### src/rtl/fc_neuron_pkg.sv
// fc_neuron_pkg: shared FSM state type, Q-format width and saturation limits
package fc_neuron_pkg;
    localparam int Q_W = 16;
    localparam logic signed [Q_W-1:0] MIN_Q = 16'sh8000;
    localparam logic signed [Q_W-1:0] MAX_Q = 16'sh7FFF;
    typedef enum logic [1:0] {ST_IDLE, ST_ACCUM, ST_BIAS, ST_EMIT} state_t;
endpackage

### src/rtl/fc_neuron_sat_shift.sv
// sat_shift: arithmetic right shift by FRAC (floor) then saturate to the Q-format range
module sat_shift
    import fc_neuron_pkg::*;
#(
    parameter int IN_W = 34,
    parameter int FRAC = 8
) (
    input  logic signed [IN_W-1:0] din,
    output logic signed [Q_W-1:0]  dout,
    output logic                   sat
);
    logic signed [IN_W-1:0] shifted;
    always_comb begin
        shifted = din >>> FRAC;
        sat = !(&shifted[IN_W-1:Q_W-1] || !(|shifted[IN_W-1:Q_W-1]));
        dout = sat ? (shifted[IN_W-1] ? MIN_Q : MAX_Q) : shifted[Q_W-1:0];
    end
endmodule

### src/rtl/fc_neuron.sv
// fc_neuron: multiply-accumulate of N_IN samples, bias add, shift and saturate
module fc_neuron
    import fc_neuron_pkg::*;
#(
    parameter int N_IN = 16,
    parameter int FRAC = 8,
    parameter logic signed [15:0] BIAS = 16'sd0
) (
    input  logic               clk,
    input  logic               rst_n,
    input  logic               start,
    input  logic               din_valid,
    input  logic signed [15:0] din,
    input  logic signed [15:0] weight,
    output logic               busy,
    output logic               out_valid,
    output logic signed [15:0] out_data,
    output logic               sat
);
    localparam int ACC_W = 32 + $clog2(N_IN);
    localparam int CNT_W = $clog2(N_IN + 1);
    localparam logic [CNT_W-1:0] LAST = CNT_W'(N_IN);
    localparam logic signed [ACC_W-1:0] BIAS_ACC = ACC_W'(BIAS) <<< FRAC;
    state_t state_q, state_d;
    logic signed [ACC_W-1:0] acc_q, acc_d;
    logic [CNT_W-1:0] cnt_q, cnt_d;
    logic signed [31:0] prod_q, prod_d;
    logic pend_q, pend_d;
    logic busy_q, busy_d;
    logic out_valid_q, out_valid_d;
    logic signed [Q_W-1:0] out_data_q, out_data_d;
    logic sat_q, sat_d;
    logic signed [Q_W-1:0] res;
    logic res_sat;
    sat_shift #(.IN_W(ACC_W), .FRAC(FRAC)) u_sat_shift (
        .din (acc_q),
        .dout(res),
        .sat (res_sat)
    );
    always_comb begin
        state_d = state_q;
        acc_d = pend_q ? acc_q + ACC_W'(prod_q) : acc_q;
        cnt_d = cnt_q;
        prod_d = prod_q;
        pend_d = 1'b0;
        busy_d = busy_q;
        out_valid_d = 1'b0;
        out_data_d = out_data_q;
        sat_d = sat_q;
        unique case (state_q)
            ST_IDLE: if (start) begin
                acc_d = '0;
                cnt_d = '0;
                busy_d = 1'b1;
                state_d = ST_ACCUM;
            end
            ST_ACCUM: begin
                if (din_valid && cnt_q != LAST) begin
                    prod_d = din * weight;
                    pend_d = 1'b1;
                    cnt_d = cnt_q + CNT_W'(1);
                end
                state_d = (cnt_q == LAST) ? ST_BIAS : ST_ACCUM;
            end
            ST_BIAS: begin
                acc_d = acc_q + BIAS_ACC;
                state_d = ST_EMIT;
            end
            ST_EMIT: begin
                out_data_d = res;
                sat_d = res_sat;
                out_valid_d = 1'b1;
                busy_d = 1'b0;
                state_d = ST_IDLE;
            end
        endcase
    end
    always_ff @(posedge clk or negedge rst_n) begin
        if (!rst_n) begin
            state_q <= ST_IDLE;
            acc_q <= '0;
            cnt_q <= '0;
            prod_q <= '0;
            pend_q <= 1'b0;
            busy_q <= 1'b0;
            out_valid_q <= 1'b0;
            out_data_q <= '0;
            sat_q <= 1'b0;
        end else begin
            state_q <= state_d;
            acc_q <= acc_d;
            cnt_q <= cnt_d;
            prod_q <= prod_d;
            pend_q <= pend_d;
            busy_q <= busy_d;
            out_valid_q <= out_valid_d;
            out_data_q <= out_data_d;
            sat_q <= sat_d;
        end
    end
    assign busy = busy_q;
    assign out_valid = out_valid_q;
    assign out_data = out_data_q;
    assign sat = sat_q;
endmodule

### config.mk
export PLATFORM = sky130hd
export DESIGN_NAME = fc_neuron
export DESIGN_NICKNAME = d
export VERILOG_FILES = /design/src/rtl/fc_neuron_pkg.sv /design/src/rtl/fc_neuron_sat_shift.sv /design/src/rtl/fc_neuron.sv
export SDC_FILE = /design/constraint.sdc
export NUM_CORES = 1
export LEC_CHECK = 0
export ABC_AREA = 0
export ABC_CLOCK_PERIOD_IN_PS = 7500
export BUFFER_PORTS_ARGS = -buffer_cell sky130_fd_sc_hd__buf_2
export CAP_MARGIN = 25
export CELL_PAD_IN_SITES_DETAIL_PLACEMENT = 0
export CELL_PAD_IN_SITES_GLOBAL_PLACEMENT = 1
export CORE_ASPECT_RATIO = 1.2
export CORE_UTILIZATION = 35
export CTS_BUF_LIST = sky130_fd_sc_hd__clkbuf_16
export CTS_CLUSTER_SIZE = 8
export DETAILED_ROUTE_END_ITERATION = 8
export PLACE_DENSITY = 0.71
export SYNTH_ARGS = -nofsm -noshare
export SYNTH_HDL_FRONTEND = slang
export SYNTH_SLANG_ARGS = --single-unit
export TNS_END_PERCENT = 30
### constraint.sdc
create_clock -name clk -period 7.5 [get_ports clk]
set_input_delay 1.125 -clock clk [delete_from_list [all_inputs] [get_ports clk]]
set_output_delay 1.125 -clock clk [all_outputs]
set_load 0.05 [all_outputs]
Word level (Yosys, flattened, before mapping)
Index checks and enable logic that the tools add are counted.
{"block": "word_totals", "reg_bits": 95, "latch_bits": 0, "ramBits": 0, "rom_bits": 0, "output_inout_bits": 19, "wordCells": 47, "memories": 0}
{"block": "classes", "add_sub_neg": 2, "mul": 1, "n_div": 0, "order_cmp": 0, "n_eq_ne": 7, "shift": 0, "n_mux": 16, "n_bitwise": 0, "reduce_logical": 12}
{"op": "36-bit 2-to-1 mux", "count": 2}
{"op": "36-bit one-hot mux with 2 select lines", "count": 1}
{"op": "36-bit by 32-bit adder with 36-bit output", "count": 1}
{"op": "16-bit by 16-bit multiplier with 32-bit output", "count": 1}
{"op": "16-bit 2-to-1 mux", "count": 2}
{"op": "13-bit AND reduction", "count": 1}
{"op": "13-bit OR reduction", "count": 1}
{"op": "5-bit 2-to-1 mux", "count": 2}
{"op": "5-bit one-hot mux with 2 select lines", "count": 1}
{"op": "2-bit one-hot mux with 4 select lines", "count": 1}
{"op": "5-bit by 1-bit adder with 5-bit output, second input constant", "count": 1}
{"op": "5-bit == test, second input constant", "count": 1}
{"op": "5-bit inequality test, second input constant", "count": 1}
{"op": "2-bit == test, second input constant", "count": 2}
{"op": "1-bit 2-to-1 mux", "count": 4}
{"op": "2-bit 2-to-1 mux", "count": 2}
{"op": "2-bit inequality test, second input constant", "count": 2}
{"op": "2-bit AND reduction", "count": 2}
{"op": "2-bit nonzero test", "count": 2}
{"op": "3-bit AND reduction", "count": 1}
{"op": "2-bit by 1-bit == test with 1-bit output, second input constant", "count": 1}
{"op": "1-bit logical NOT", "count": 2}
{"op": "2-bit logical NOT", "count": 1}
{"op": "1-bit one-hot mux with 2 select lines", "count": 1}
{"op": "2 further kinds", "count": 2}

Depth between registers and ports, before layout
Gate-level depths: netlist of run 1.
{"block": "logic_depth", "ltp_word": 4, "mapped_depth": 23, "mapped_depth_nobuf": 22}

Hierarchy
Synthesis of run 1 repeated with hierarchy kept, for this count alone.
{"block": "unflattened", "cells_unflattened": 1612, "area_unflattened_um2": 15153.3}
{"mod": "fc_neuron", "n_inst": 1, "cells_per_inst": 1568, "area_each_um2": 14868.0, "seq_area_each_um2": 2377.3}
{"mod": "sat_shift", "n_inst": 1, "cells_per_inst": 44, "area_each_um2": 285.3, "seq_area_each_um2": 0.0}

Worst setup path after synthesis of run 1
OpenSTA, ideal clock, no wires.
{"block": "synth_path", "path_kind": "input to register", "start": "input port din[15]", "end": "register prod_q[30]", "setup_time_ns": 0.090, "t_arrival_ns": 6.934, "required_time_ns": 7.410, "slack_ns": 0.476, "path_stages": 20, "path_buffers": 1, "cell_sequence": "clkbuf_1 nand2_1 inv_1 fa_1 fa_1 fa_1 fa_1 fa_1 inv_1 fa_1 inv_1 ha_1 a21o_1 a21o_1 a21oi_1 nor2_1 a221oi_1 a21oi_1 or4b_1 o2111ai_1"}
{"block": "synth_between", "elab_chain_len": 1}
{"element": "start: declaration", "line_no": "fc_neuron.sv:13", "text": "input logic signed [15:0] din,"}
{"element": "16-bit by 16-bit multiplier with 32-bit output", "line_no": "fc_neuron.sv:59", "text": "prod_d = din * weight;"}
{"element": "end signal: assignment", "line_no": "fc_neuron.sv:93", "text": "prod_q <= prod_d;"}
{"element": "end: declaration", "line_no": "fc_neuron.sv:27", "text": "logic signed [31:0] prod_q, prod_d;"}
No other way between the ends.
A chain may end at the register's enable or synchronous reset.

Worst setup path in the final report of run 1
{"block": "layout_path", "start": "input port din[15]", "end": "register prod_q[31]"}
The elaborated chain is that of the path after synthesis.

==> key figures, run 1 <==
Clocking
  • Clk_lat worst skew: 350 ps
  • TritonCTS Buffers: 9
  • # hold bufs at CTS: 0
  • Maximum clock insertion buffer count: 2
  • CTS tree: yes
  • Post-CTS sizing: 0
  • H-tree depth: 3
  • Root Driver: clkbuf_16
  • CTS clk-pin slew, worst paths: 70 ps
  • Sinks on Clock Net: 95
  • Post-CTS Setup Repair Bufs: 0

Setup path
  • Flop2flop setup slack: between 4000 and 5000 ps
  • Startpoint types: input port
  • Worst setup path startpoint: din[15]
  • WS Path Type: in2reg
  • CP Capture Type: flip-flop
  • Worst EP arrival: 7160 ps
  • Reg-to-reg startpoint: prod_q[0]$_DFFE_PN0P_
  • CP Data Required Time: slightly below 8000 ps
  • CP max FO: 16

Yosys
  • Cell area after synthesis: roughly 15000 um2
  • Syn_nets: between 2k and 2.5k
  • Mean Syn Cell Area: 9.17 um2
  • Register area share after synthesis: ~16%
  • Yosys Warn Count: 0
  • Post-Synthesis Cells: 1644
  • Async SR Flop Fraction: between 90% and 100%
  • Synth cell types: between 60 and 70
  • Primary FF master, synth: dfrtp_1
  • Seq cells post-synth: 95
  • Number of enable flip-flop cells after synthesis: 0

GRT
  • Initial antenna violation count: 0
  • Number of global-route vias before repair: 11.6k
  • Pin count of the biggest net entering global routing: 65
  • GR Util All Layers: between 10% and 20%
  • Total congestion overflow: 0
  • First-pass GRT wire length: roughly 60000 um

STA
  • Final Cycle Share: between 90 and 100%
  • Final Slew Violations: 0
  • Max Clock Freq: 0.144 GHz
  • Setup TNS: 0 ps
  • Endpoints failing setup: 0
  • Slew headroom: 43.2%
  • Final hold vios: 0
  • Worst-Margin Slew: between 800 and 900 ps
  • Min cycle time layout: roughly 7000 ps
  • Final WS setup: ~550 ps
  • RSZ-0062 raised after global routing: no
  • Worst Skew: 11.2 ps

Floorplanning
  • Die width: around 190 um
  • Die Ht: ~230 um
  • Core Region: around 42000 um2
  • Initial Util: between 30% and 40%
  • Rows: 82
  • Io pins: 55
  • Die area: approximately 44000 um2

Drt
  • Final wirelength: around 34000 um
  • DR DRC count: 0
  • Wire per inst: 15.5 um
  • Avg Vias per Cell: a little under 5
  • TritonRoute pass-1 iters: 4
  • Initial DRC count: 460
  • Routed Antenna Nets: 0
  • Vias: between 10k and 15k

Cells and area
  • Area grow syn2layout: 7.74%
  • ANT cells: 0
  • Multi-input gate area: 11400 um2
  • Final #Nets: 2093
  • Share of layout cells above drive strength 1: between 6 and 7%
  • FILL cells: around 4.3k
  • Register area: ~2400 um2

Placement
  • Final Wtd Congestion: ~0.86
  • Post-DP HPWL: 28700 um
  • DP Worst Slack: 142 ps
  • Buffers added on ports: 54

Run status
  • Status: finished, final reports clean

Flow run
  • MaxCap Viol Count: 0

Worst hold path
  • Worst Hold Class: reg2reg
  • Min-delay src: out_data[7]$_DFFE_PN0P_
==> logic make-up (layout without fill, tap and decap cells) <==
kind of cell	count (synthesis)	after routing	share of synthesized area, %
and+or+nand+nor	484	484	15.5
adders and majority gates	382	382	44.8
buffers and inverters	350	385	8.77
AOI/OAI and AO/OA	270	270	11.4
DFF	95	95	15.8
xor gates and xnor gates	60	60	3.49
muxes	3	3	0.208
==> worst max-delay path: stages <==
cell and delay (ps):
buf_2 210, nand2_1 150, inv_1 90, fa_1 740
fa_1 500, fa_1 510, fa_1 540, fa_1 490
inv_1 50, fa_1 470, inv_1 40, ha_1 340
nand3_1 160, or2_2 330, a311o_1 390, a41oi_1 430
a211o_1 200, a21oi_1 70, xnor2_1 200, o21ai_0 100
==> final cells by class <==
| type | count | area share (%) |
|---|---|---|
| multi-input combinational | 1199 | 70.1 |
| sequential | 95 | 14.6 |
| inverter | 298 | 6.89 |
| tap | 546 | 4.21 |
| timing repair buffer | 72 | 2.51 |
| clock buffer | 9 | 1.39 |
| clock inverter | 6 | 0.285 |
==> cell usage after synthesis (all sizes together), types with 3 or more instances <==
library cell / instances / area, um2
fa: 263 / 5270
nor4: 3 / 18.8
nor2: 52 / 195
o21a: 4 / 30.0
xnor2: 33 / 289
ha: 119 / 1490
nand4: 11 / 68.8
nand2b: 17 / 106
or2: 3 / 18.8
o21ai: 96 / 484
or3: 7 / 55.1
nor2b: 6 / 45.0
o21bai: 6 / 45.0
nand3: 16 / 80.1
clkbuf: 50 / 188
dfrtp: 95 / 2380
o211ai: 5 / 37.5
and3: 5 / 31.3
and2: 125 / 782
a21o: 40 / 302
a21boi: 3 / 22.5
nand2: 226 / 848
a21oi: 66 / 334
o31ai: 3 / 22.5
nor3: 8 / 40.0
o2111ai: 3 / 26.3
inv: 298 / 1120
a211oi: 6 / 50.1
xor2: 27 / 236
a32o: 8 / 80.1
a31oi: 6 / 37.5
a221o: 3 / 30.0
==> state kept, by name (all words and copies together), names as in the netlist, named ones only <==
signal and count:
busy 1, acc_q 36, prod_q 32, out_valid 1, out_data 16, state_q 1
pend_q 1, cnt_q 5, sat 1
==> layout by cell type, fill, tap and decap left out, drive strengths merged, types with 4 or more instances in the layout <==
master | Yosys | routed
and2 | 125 | 125
a32o | 8 | 8
o21ai | 96 | 96
nor3 | 8 | 8
buf | 2 | 72
nor2 | 52 | 52
and3 | 5 | 5
nand3 | 16 | 16
xor2 | 27 | 27
nand2b | 17 | 17
nand4 | 11 | 11
o21bai | 6 | 6
a21o | 40 | 40
nand2 | 226 | 226
a31oi | 6 | 6
clkbuf | 50 | 9
o211ai | 5 | 5
ha | 119 | 119
or3 | 7 | 7
dfrtp | 95 | 95
inv | 298 | 302
fa | 263 | 263
nor2b | 6 | 6
a211oi | 6 | 6
a21oi | 66 | 66
xnor2 | 33 | 33
o21a | 4 | 4
==> routing by layer <==
layer | wire, um | GRT usage, %
met1 | 16600 | 23.4
met2 | 16300 | 27.8
met3 | 928 | 0.996
met4 | 621 | 3.99
met5 | 0 | 0
==> final timing paths <==
check	endpoint	cells past startpoint
worst max-delay path	prod_q[31]$_DFFE_PN0P_	20
worst min-delay path	out_data[7]$_DFFE_PN0P_	2
worst max register to register	acc_q[28]$_DFFE_PN0P_	11
worst min register to register	out_data[7]$_DFFE_PN0P_	2
max in group asynchronous	out_data[12]$_DFFE_PN0P_	2
min in group asynchronous	acc_q[28]$_DFFE_PN0P_	1
==> stage by stage <==
| stage | utilization (%) | cells | area [um2] | hold WS, ps |
|---|---|---|---|---|
| 2_1_floorplan | - | 1644 | 15100 | 443 |
| 3_3_place_gp | 37.9 | 2208 | 16000 | 465 |
| 3_5_place_dp | 37.9 | 2209 | 16000 | 467 |
| 4_1_cts | 38.6 | 2224 | 16200 | 482 |
| 5_1_grt | 38.6 | 2225 | 16200 | 519 |
| 6_report | 38.6 | 2225 | 16200 | 475 |
Power of run 1 is left out: the tool's default activity adds up to more than one toggle a clock period on the data nets, which glitch-free logic cannot reach.
==> run 2, diff against run 1 <==
CELL_PAD_IN_SITES_DETAIL_PLACEMENT = not set   (was 0)
CELL_PAD_IN_SITES_GLOBAL_PLACEMENT = not set   (was 1)
HOLD_SLACK_MARGIN = 0.06   (was not set)
PLACE_DENSITY = 0.6   (was 0.71)
==> run 2 against run 1 <==
Design area increased by 0.43%; worst hold slack got worse by 1.7 ps; critical path type unchanged; maximum frequency increased by 0.39%; die area unchanged; via count increased by 0.79%; first-iteration DRC count increased by 3.0%; register-to-register slack improved by 80 ps; flip-flop and latch count unchanged; clock-buffer cell count unchanged; non-clock buffer count unchanged.
==> key figures, run 2 (synthesized netlist as in run 1, its figures left out) <==
Clocking
  • TritonCTS Buffers: 9 (unchanged)
  • # hold bufs at CTS: 0 (unchanged)
  • Post-CTS Setup Repair Bufs: 0 (unchanged)
  • CTS clk-pin slew, worst paths: 70 ps (about the same)
  • Clk_lat worst skew: 350 ps (about the same)
  • CTS tree: yes
  • Root Driver: clkbuf_16
  • Post-CTS sizing: 0 (unchanged)
  • Sinks on Clock Net: 95 (unchanged)
  • Maximum clock insertion buffer count: 2 (unchanged)
  • H-tree depth: 3 (unchanged)

Drt
  • Wire per inst: 15.2 um (-2.0%)
  • Final wirelength: 33700 um (-1.9%)
  • TritonRoute pass-1 iters: 5 (+1)
  • Routed Antenna Nets: 0 (unchanged)
  • DR DRC count: 0 (unchanged)
  • Vias: 10.9k (+0.79%)
  • Initial DRC count: 474 (+3.0%)
  • Avg Vias per Cell: 4.91 (+0.75%)

Setup path
  • R2R depth: 11 (unchanged)
  • Worst EP arrival: 7180 ps (+20 ps)
  • CP Capture Type: flip-flop
  • CP max FO: 16 (unchanged)
  • Startpoint types: input port
  • WS Path Type: in2reg
  • CP Data Required Time: 7760 ps (+50 ps)
  • Flop2flop setup slack: 4150 ps (+80 ps)

Placement
  • Post-DP HPWL: 28200 um (-2.0%)
  • Buffers added on ports: 54 (unchanged)
  • DP Worst Slack: 236 ps (+93.8 ps)
  • Final Wtd Congestion: 0.853 (-0.42%)
  • DP Area: 16000 um2 (unchanged)

Worst hold path
  • Worst Hold Class: reg2reg
  • Worst Hold Depth: 2 (unchanged)

GRT
  • First-pass GRT wire length: 57700 um (-2.3%)
  • Number of global-route vias before repair: 11.5k (-0.61%)
  • GR Util All Layers: 16.1% (-0.47 points)
  • Total congestion overflow: 0 (unchanged)
  • Initial antenna violation count: 0 (unchanged)
  • Pin count of the biggest net entering global routing: 74 (+14%)

STA
  • Min cycle time layout: 6920 ps (-27.2 ps)
  • Final WS setup: 580 ps (+27.2 ps)
  • Endpoints failing setup: 0 (unchanged)
  • Worst Skew: 11.4 ps (+0.173 ps)
  • Max Clock Freq: 0.145 GHz (+0.39%)
  • Setup TNS: 0 ps (unchanged)
  • Worst-Margin Slew: 976 ps (+126 ps)
  • Final Slew Violations: 0 (unchanged)
  • Slew headroom: 34.5% (-8.7 points)
  • RSZ-0062 raised after global routing: no
  • Final Cycle Share: 92.3% (-0.36 points)
  • Final hold vios: 0 (unchanged)

Floorplanning
  • Die width: 191 um (unchanged)
  • Die area: 43900 um2 (unchanged)
  • Initial Util: 35.8% (unchanged)
  • Die Ht: 229 um (unchanged)
  • Core Region: 42100 um2 (unchanged)
  • Io pins: 55 (unchanged)
  • Rows: 82 (unchanged)

Flow run
  • MaxCap Viol Count: 0 (unchanged)

Cells and area
  • Most frequent cells in the layout: 299 x inv_1, 263 x fa_1, 225 x nand2_1
  • Max FFs per register: 36 (unchanged)
  • Area grow syn2layout: 8.20%
  • Post-route cell area: 16300 um2 (+0.43%)
  • Reg with most FFs: acc_q
  • ANT cells: 0 (unchanged)
  • Final #Nets: 2093 (unchanged)
  • Most common cell after layout, fill and taps aside: inv_1
  • FILL cells: 4257 (-1.0%)
  • Share of layout cells above drive strength 1: 6.43% (+0.056 points)

Run status
  • Status: finished, final reports clean
[run 2: cell types whose count changed in the layout (fill, tap and decap cells not counted), sizes merged]
cell,delta
bufinv,+2
inv,-2
clkinvlp,+1
[run 2: routing by layer]
layer / vias to the layer above / GRT usage (%) / wire length [um]
li1: 5241 / - / -
met1: 5396 / 23.0 / 16300
met2: 237 / 26.4 / 15400
met3: 47 / 1.47 / 1410
met4: 0 / 3.70 / 622
met5: - / 0 / 0
[run 2: through the flow]
stage | std cells | hold WS [ps] | utilization [%]
2_1_floorplan | 1644 | 443 | -
3_3_place_gp | 2208 | 462 | 37.9
3_5_place_dp | 2209 | 464 | 37.9
4_1_cts | 2225 | 479 | 38.7
5_1_grt | 2226 | 507 | 38.8
6_report | 2226 | 473 | 38.8
[run 2: layout make-up]
| cell class | count | area [um2] | area share (%) |
|---|---|---|---|
| Sequential cell | 95 | 2380 | 14.6 |
| Tap cell | 546 | 683 | 4.19 |
| Multi-Input combinational cell | 1199 | 11400 | 69.8 |
| Clock buffer | 9 | 225 | 1.38 |
| Clock inverter | 7 | 96.3 | 0.591 |
| Inverter | 298 | 1120 | 6.86 |
| Timing Repair Buffer | 72 | 428 | 2.62 |
[run 2: worst paths after layout]
check	from	endpoint
worst max-delay path	din[11]	prod_q[30]$_DFFE_PN0P_
worst min-delay path	out_data[9]$_DFFE_PN0P_	out_data[9]$_DFFE_PN0P_
worst max register to register	prod_q[0]$_DFFE_PN0P_	acc_q[28]$_DFFE_PN0P_
worst min register to register	out_data[9]$_DFFE_PN0P_	out_data[9]$_DFFE_PN0P_
max in group asynchronous	rst_n	prod_q[22]$_DFFE_PN0P_
min in group asynchronous	rst_n	cnt_q[2]$_DFFE_PN0P_
[run 2: worst max-delay path, cell delays in order]
cell and delay, ps:
buf_2 220, and2_1 210, fa_1 530, inv_1 60
fa_1 470, fa_1 530, inv_1 60, fa_1 510
fa_1 500, inv_1 50, fa_1 470, inv_1 40
ha_1 350, a21o_1 190, a21o_1 180, a21oi_1 210
a2bb2oi_1 280, nand3_1 150, a221oi_1 340, a21oi_1 130
or4b_1 470, o2111ai_1 100
Power of run 2 is left out for the same reason.
